### src/rtl/cntr8_cmd_gen.sv
// Command stage for the 8-bit counter: synchronises and debounces the inc/load buttons,
// adds auto-repeat on a held inc button and arbitrates inc/load into single-cycle commands.
module cntr8_cmd_gen #(
    parameter int unsigned DB_CYCLES  = 4,
    parameter int unsigned RPT_DELAY  = 16,
    parameter int unsigned RPT_PERIOD = 8
) (
    input  logic       clk,
    input  logic       reset_n,
    input  logic       btn_inc,
    input  logic       btn_load,
    input  logic [7:0] sw_val,
    output logic       inc,
    output logic       load,
    output logic [7:0] d_in,
    output logic       rpt_active
);

    localparam int unsigned DATA_W   = 8;
    localparam int unsigned TIMER_W  = 16;
    localparam int unsigned BTN_N    = 2;
    localparam int unsigned BTN_INC  = 0;
    localparam int unsigned BTN_LOAD = 1;
    localparam int unsigned CNT_W    = (DB_CYCLES > 1) ? $clog2(DB_CYCLES) : 1;

    typedef enum logic [1:0] {
        IDLE = 2'd0,
        HOLD = 2'd1,
        RPT  = 2'd2
    } inc_state_t;

    logic [BTN_N-1:0]  btn_s1, btn_s2;
    logic [DATA_W-1:0] sw_s1, sw_s2;
    logic [BTN_N-1:0]  db, db_q;
    logic [CNT_W-1:0]  db_cnt [BTN_N];
    logic [BTN_N-1:0]  press;

    inc_state_t         state_q, state_d;
    logic [TIMER_W-1:0] timer_q, timer_d;
    logic               inc_req;
    logic               inc_pend;
    logic               inc_want;

    // Two-flop synchronisers for both buttons and the switch bus
    always_ff @(posedge clk or negedge reset_n) begin
        if (!reset_n) begin
            btn_s1 <= '0;
            btn_s2 <= '0;
            sw_s1  <= '0;
            sw_s2  <= '0;
        end else begin
            btn_s1 <= {btn_load, btn_inc};
            btn_s2 <= btn_s1;
            sw_s1  <= sw_val;
            sw_s2  <= sw_s1;
        end
    end

    // Debounce: accept a new level only after DB_CYCLES consecutive differing samples
    always_ff @(posedge clk or negedge reset_n) begin
        if (!reset_n) begin
            db   <= '0;
            db_q <= '0;
            for (int i = 0; i < BTN_N; i++) begin
                db_cnt[i] <= '0;
            end
        end else begin
            db_q <= db;
            for (int i = 0; i < BTN_N; i++) begin
                if (btn_s2[i] == db[i]) begin
                    db_cnt[i] <= '0;
                end else if (db_cnt[i] == CNT_W'(DB_CYCLES - 1)) begin
                    db[i]     <= btn_s2[i];
                    db_cnt[i] <= '0;
                end else begin
                    db_cnt[i] <= db_cnt[i] + CNT_W'(1);
                end
            end
        end
    end

    assign press = db & ~db_q;

    always_ff @(posedge clk or negedge reset_n) begin
        if (!reset_n) begin
            state_q <= IDLE;
            timer_q <= '0;
        end else begin
            state_q <= state_d;
            timer_q <= timer_d;
        end
    end

    // Inc auto-repeat FSM; the timer restarts on every state change and every request
    always_comb begin
        state_d = state_q;
        timer_d = timer_q;
        inc_req = 1'b0;
        case (state_q)
            IDLE: begin
                if (press[BTN_INC]) begin
                    inc_req = 1'b1;
                    state_d = HOLD;
                    timer_d = '0;
                end
            end
            HOLD: begin
                if (!db[BTN_INC]) begin
                    state_d = IDLE;
                    timer_d = '0;
                end else if (timer_q == TIMER_W'(RPT_DELAY - 1)) begin
                    inc_req = 1'b1;
                    state_d = RPT;
                    timer_d = '0;
                end else begin
                    timer_d = timer_q + TIMER_W'(1);
                end
            end
            RPT: begin
                if (!db[BTN_INC]) begin
                    state_d = IDLE;
                    timer_d = '0;
                end else if (timer_q == TIMER_W'(RPT_PERIOD - 1)) begin
                    inc_req = 1'b1;
                    timer_d = '0;
                end else begin
                    timer_d = timer_q + TIMER_W'(1);
                end
            end
            default: begin
                state_d = IDLE;
                timer_d = '0;
            end
        endcase
    end

    assign inc_want = inc_req | inc_pend;

    // Load has priority; a displaced inc waits one cycle in the pending flag
    always_ff @(posedge clk or negedge reset_n) begin
        if (!reset_n) begin
            inc        <= 1'b0;
            load       <= 1'b0;
            d_in       <= '0;
            inc_pend   <= 1'b0;
            rpt_active <= 1'b0;
        end else begin
            rpt_active <= (state_d == RPT);
            if (press[BTN_LOAD]) begin
                load     <= 1'b1;
                d_in     <= sw_s2;
                inc      <= 1'b0;
                inc_pend <= inc_want;
            end else begin
                load     <= 1'b0;
                inc      <= inc_want;
                inc_pend <= 1'b0;
            end
        end
    end

endmodule

### config.mk
export PLATFORM = sky130hd
export DESIGN_NAME = cntr8_cmd_gen
export DESIGN_NICKNAME = d
export VERILOG_FILES = /design/src/rtl/cntr8_cmd_gen.sv
export SDC_FILE = /design/constraint.sdc
export NUM_CORES = 1
export LEC_CHECK = 0
export ABC_AREA = 1
export BUFFER_PORTS_ARGS = -buffer_cell sky130_fd_sc_hd__buf_2
export CAP_MARGIN = 20
export CORE_MARGIN = 2
export CORE_UTILIZATION = 40
export DETAILED_ROUTE_END_ITERATION = 12
export PLACE_DENSITY = 0.66
export SLEW_MARGIN = 20
export SYNTH_ARGS = -nofsm -noshare
export SYNTH_HDL_FRONTEND = slang
export SYNTH_SLANG_ARGS = --single-unit
### constraint.sdc
create_clock -name clk -period 1.9 [get_ports clk]
set_clock_uncertainty 0.15 [all_clocks]
set_input_delay 0.19 -clock clk [delete_from_list [all_inputs] [get_ports clk]]
set_output_delay 0.19 -clock clk [all_outputs]
set_load 0.1 [all_outputs]
==> flow_metrics.env <==
export IMPL_clkSinkCount=58
export IMPL_slowest_stage="dfrtp_1"
export IMPL_muxShareOfSynthArea=0
export IMPL_post_route_drc_count=0
export IMPL_reg2reg_from="state_q[0]$_DFF_PN0_"
export IMPL_ys_seq_elements=58
export IMPL_switchingPower_uw=1799
export IMPL_gp_congestion=0.8592
export IMPL_final_layout_size_suffix_gt1_frac=0.2074
export IMPL_power_share_combinational=0.377
export IMPL_row_count=27
export IMPL_grt_overflow=0
export IMPL_synth_compound_area_share=0.04255
export IMPL_hold_path_class="reg2reg"
export IMPL_initial_utilization=0.4195
export IMPL_powerDensity_nw_per_um2=1419
export IMPL_drt_total_wl_mm=4.244
export IMPL_die_w_um=80.69
export IMPL_hold_viol_final=0
export IMPL_path_cells="inv_1 -> ha_1 -> o21ai_4 -> inv_6 -> nor2_8 -> nand2_2 -> nor3_1 -> nor3_2"
export IMPL_hpwlAfterDp_mm=2.729
export IMPL_clkPwrFrac=0.256
export IMPL_fmax_mhz=563.3
export IMPL_ys_seq_area_frac=0.6170
export IMPL_outcome="completed"
export IMPL_die_h_um=80.69
export IMPL_h_tree_depth=3
export IMPL_intPower_uw=2420
export IMPL_syn_num_nets=260
export IMPL_synth_top_family_by_area="simple AND/OR/NAND/NOR gates"
export IMPL_dieArea_um2=6510
export IMPL_pwr_share_seq=0.367
export IMPL_grt_use_total=0.1546
export IMPL_cap_violations=0
export IMPL_synthTopCellsByArea="dfrtp_1 62%, nand2_1 11%, nor2_1 5.1%, inv_1 3.8%, ha_1 3.7%"
export IMPL_final_setup_viol_count=0
export IMPL_pin_count=23
export IMPL_clockBufferDepth=2
export IMPL_slew_headroom=0.6742
export IMPL_switching_share=0.4264
export IMPL_area_delta_synth_final_pct=26.44
export IMPL_clk_latency_ns=0.33
export IMPL_clkTransAtPathRegs_ns=0.07
export IMPL_grt_max_degree=59
export IMPL_cts_tree="built"
export IMPL_avgViaCountPerCell=4.534
export IMPL_setup_slack_ns=0.1247
export IMPL_dp_slack_ns=0.04457
export IMPL_io_buffer_count=22
export IMPL_cts_root_buf="clkbuf_8"
export IMPL_cts_made_buffers=9
export IMPL_cpPeakStageDelay_ns=0.38
export IMPL_synthXorXnorAreaFrac=0.02606
export IMPL_antenna_cells=0
export IMPL_worst_setup_path_type="reg2reg"
export IMPL_dr_pass1_iters=4
export IMPL_antenna_left=0
export IMPL_synthSimpleGateAreaFrac=0.2287
export IMPL_drt_iter0_drc=47
export IMPL_synth_cell_type_count=28
export IMPL_synthCells=241
export IMPL_crit_fanout=7
export IMPL_worst_ep_required_time_ns=1.96
export IMPL_grt_pass1_wl_mm=7.424
export IMPL_period_share=0.9344
export IMPL_coreArea_um2=5608
export IMPL_synth_top_area_cell="dfrtp_1"
export IMPL_rsz0062_at_grt="false"
export IMPL_drv_slew=0
export IMPL_first_global_vias=1690
export IMPL_cp_arrival_ns=1.83
export IMPL_avgSynthCellArea_um2=9.760
export IMPL_cp_end_kind="flop"
export IMPL_vias=1682
export IMPL_fin_nets=314
export IMPL_power_leakage_uw=0.001487
export IMPL_yosysWarnings=0
export IMPL_cp_start_kind="flop"
export IMPL_antenna_found_initial=0
export IMPL_worst_pin_slew_ns=0.4921
export IMPL_crit_start="state_q[0]$_DFF_PN0_"
export IMPL_period_needed_ns=1.775
export IMPL_fin_tns_setup_ns=0
export IMPL_wl_per_cell_um=11.44
export IMPL_synthAdderAreaFrac=0.03723
export IMPL_ir_drop_mv=0.8483
export IMPL_min_from="sw_s1[2]$_DFF_PN0_"
export IMPL_syn_area_um2=2352
export IMPL_synth_top_area_frac=0.6170
worst paths after layout:
kind | end | slack [ns] | cells after the start
max | timer_q[9]$_DFFE_PN0P_ | 0.12 | 8
min | sw_s2[2]$_DFF_PN0_ | 0.20 | 0
max reg2reg | timer_q[9]$_DFFE_PN0P_ | 0.12 | 8
min reg2reg | sw_s2[2]$_DFF_PN0_ | 0.20 | 0
max in group asynchronous | timer_q[15]$_DFFE_PN0P_ | 1.11 | 3
min in group asynchronous | db_cnt[0]$_DFF_PN0_ | 0.24 | 3
metal layers:
metal,vias to the layer above,global-route usage,share of wire
met5,-,0,0
met4,0,0.08644,0.022
met3,9,0.05056,0.035
met2,26,0.2283,0.46
met1,781,0.1993,0.49
li1,866,-,-
placed cells by master (no fill, tap or decap), drive strengths merged:
cell / netlist / final
nor3: 5 / 5
clkbuf: 0 / 12
a21oi: 4 / 4
dfrtp: 58 / 58
o22ai: 2 / 2
dlygate4sd3: 0 / 11
nand3b: 1 / 1
ha: 7 / 7
clkinv: 1 / 3
buf: 1 / 32
a31oi: 1 / 1
nor4: 1 / 1
nand4: 4 / 4
bufinv: 0 / 1
nand2: 68 / 68
inv: 27 / 27
xnor2: 3 / 3
xor2: 4 / 4
o21ai: 10 / 10
nand3: 8 / 8
nor2: 36 / 36
clkinvlp: 0 / 1
kinds of logic after synthesis:
family,after synthesis
AO/OA/AOI/OAI,17
adder cells (fa/ha/maj),7
AND/OR/NAND/NOR,123
flip-flops,58
XOR/XNOR,7
buffers and inverters,29
worst max-delay path: cells and delay by family, from the launching register on:
| family | cells | cell delay (ns) |
|---|---|---|
| adder cells (fa/ha/maj) | 1 | 0.27 |
| AO/OA/AOI/OAI | 1 | 0.17 |
| flip-flops | 1 | 0.38 |
| buffers and inverters | 2 | 0.18 |
| AND/OR/NAND/NOR | 4 | 0.49 |
what timing repair did:
action                     CTS  global route
hold endpoints to repair    68             0
setup endpoints to repair    0            13
gates resized for setup      0             8
buffers inserted             0             5
hold buffers                11             0
power by group through the flow:
stage	Combinational [uW]	Clock, uW	Sequential [uW]
floorplan	487	0	2260
global placement	1480	0	1560
detailed placement	1490	0	1570
CTS	1510	1120	1550
global route	1720	1180	1570
finish	1590	1080	1550
sequential cells by signal, summed over array words and instances, names as in the netlist:
register / count
inc: 1
db: 2
state_q: 2
rpt_active: 1
btn_s2: 2
d_in: 8
inc_pend: 1
btn_s1: 2
timer_q: 16
db_q: 2
db_cnt: 4
sw_s1: 8
load: 1
sw_s2: 8
synth_stat cells:
| master | n |
|---|---|
| xnor2_1 | 3 |
| inv_2 | 2 |
| ha_1 | 7 |
| inv_1 | 24 |
| nand3_1 | 8 |
| buf_1 | 1 |
| a21oi_1 | 4 |
| o21ai_4 | 1 |
| inv_6 | 1 |
| nor2_4 | 1 |
| nor2_1 | 32 |
| nand3b_1 | 1 |
| xor2_1 | 4 |
| nand2_2 | 1 |
| o21ai_1 | 1 |
| nand4_1 | 4 |
| o21ai_0 | 8 |
| nor4_1 | 1 |
| clkinv_1 | 1 |
| nand2_4 | 1 |
| nor2_8 | 1 |
| nor3_2 | 1 |
| dfrtp_1 | 58 |
| o22ai_1 | 2 |
| nor2_2 | 2 |
| nor3_1 | 4 |
| nand2_1 | 66 |
| a31oi_1 | 1 |
stage by stage:
stage                     hold WS, ns    util  cell area [um2]  power [uW]  instances
after floorplan               -0.2556       -             2352        2746        241
after global placement        0.06184  0.4634             2599        3033        339
after detailed placement      0.06879  0.4634             2599        3057        339
after CTS                      0.1992  0.5161             2894        4176        365
after global routing           0.2053  0.5303             2974        4467        371
final                          0.1976  0.5303             2974        4220        371
cell type report:
class	instances	area, um2
Inverter	28	112.6
Sequential cell	58	1451
Fill cell	532	2634
Clock buffer	12	145.1
Clock inverter	3	40.04
Tap cell	72	90.09
Timing Repair Buffer	43	307.8
Timing Repair inverter	1	7.507
Multi-Input combinational cell	154	819.5
No activity file was read; power rests on OpenSTA's default activity.
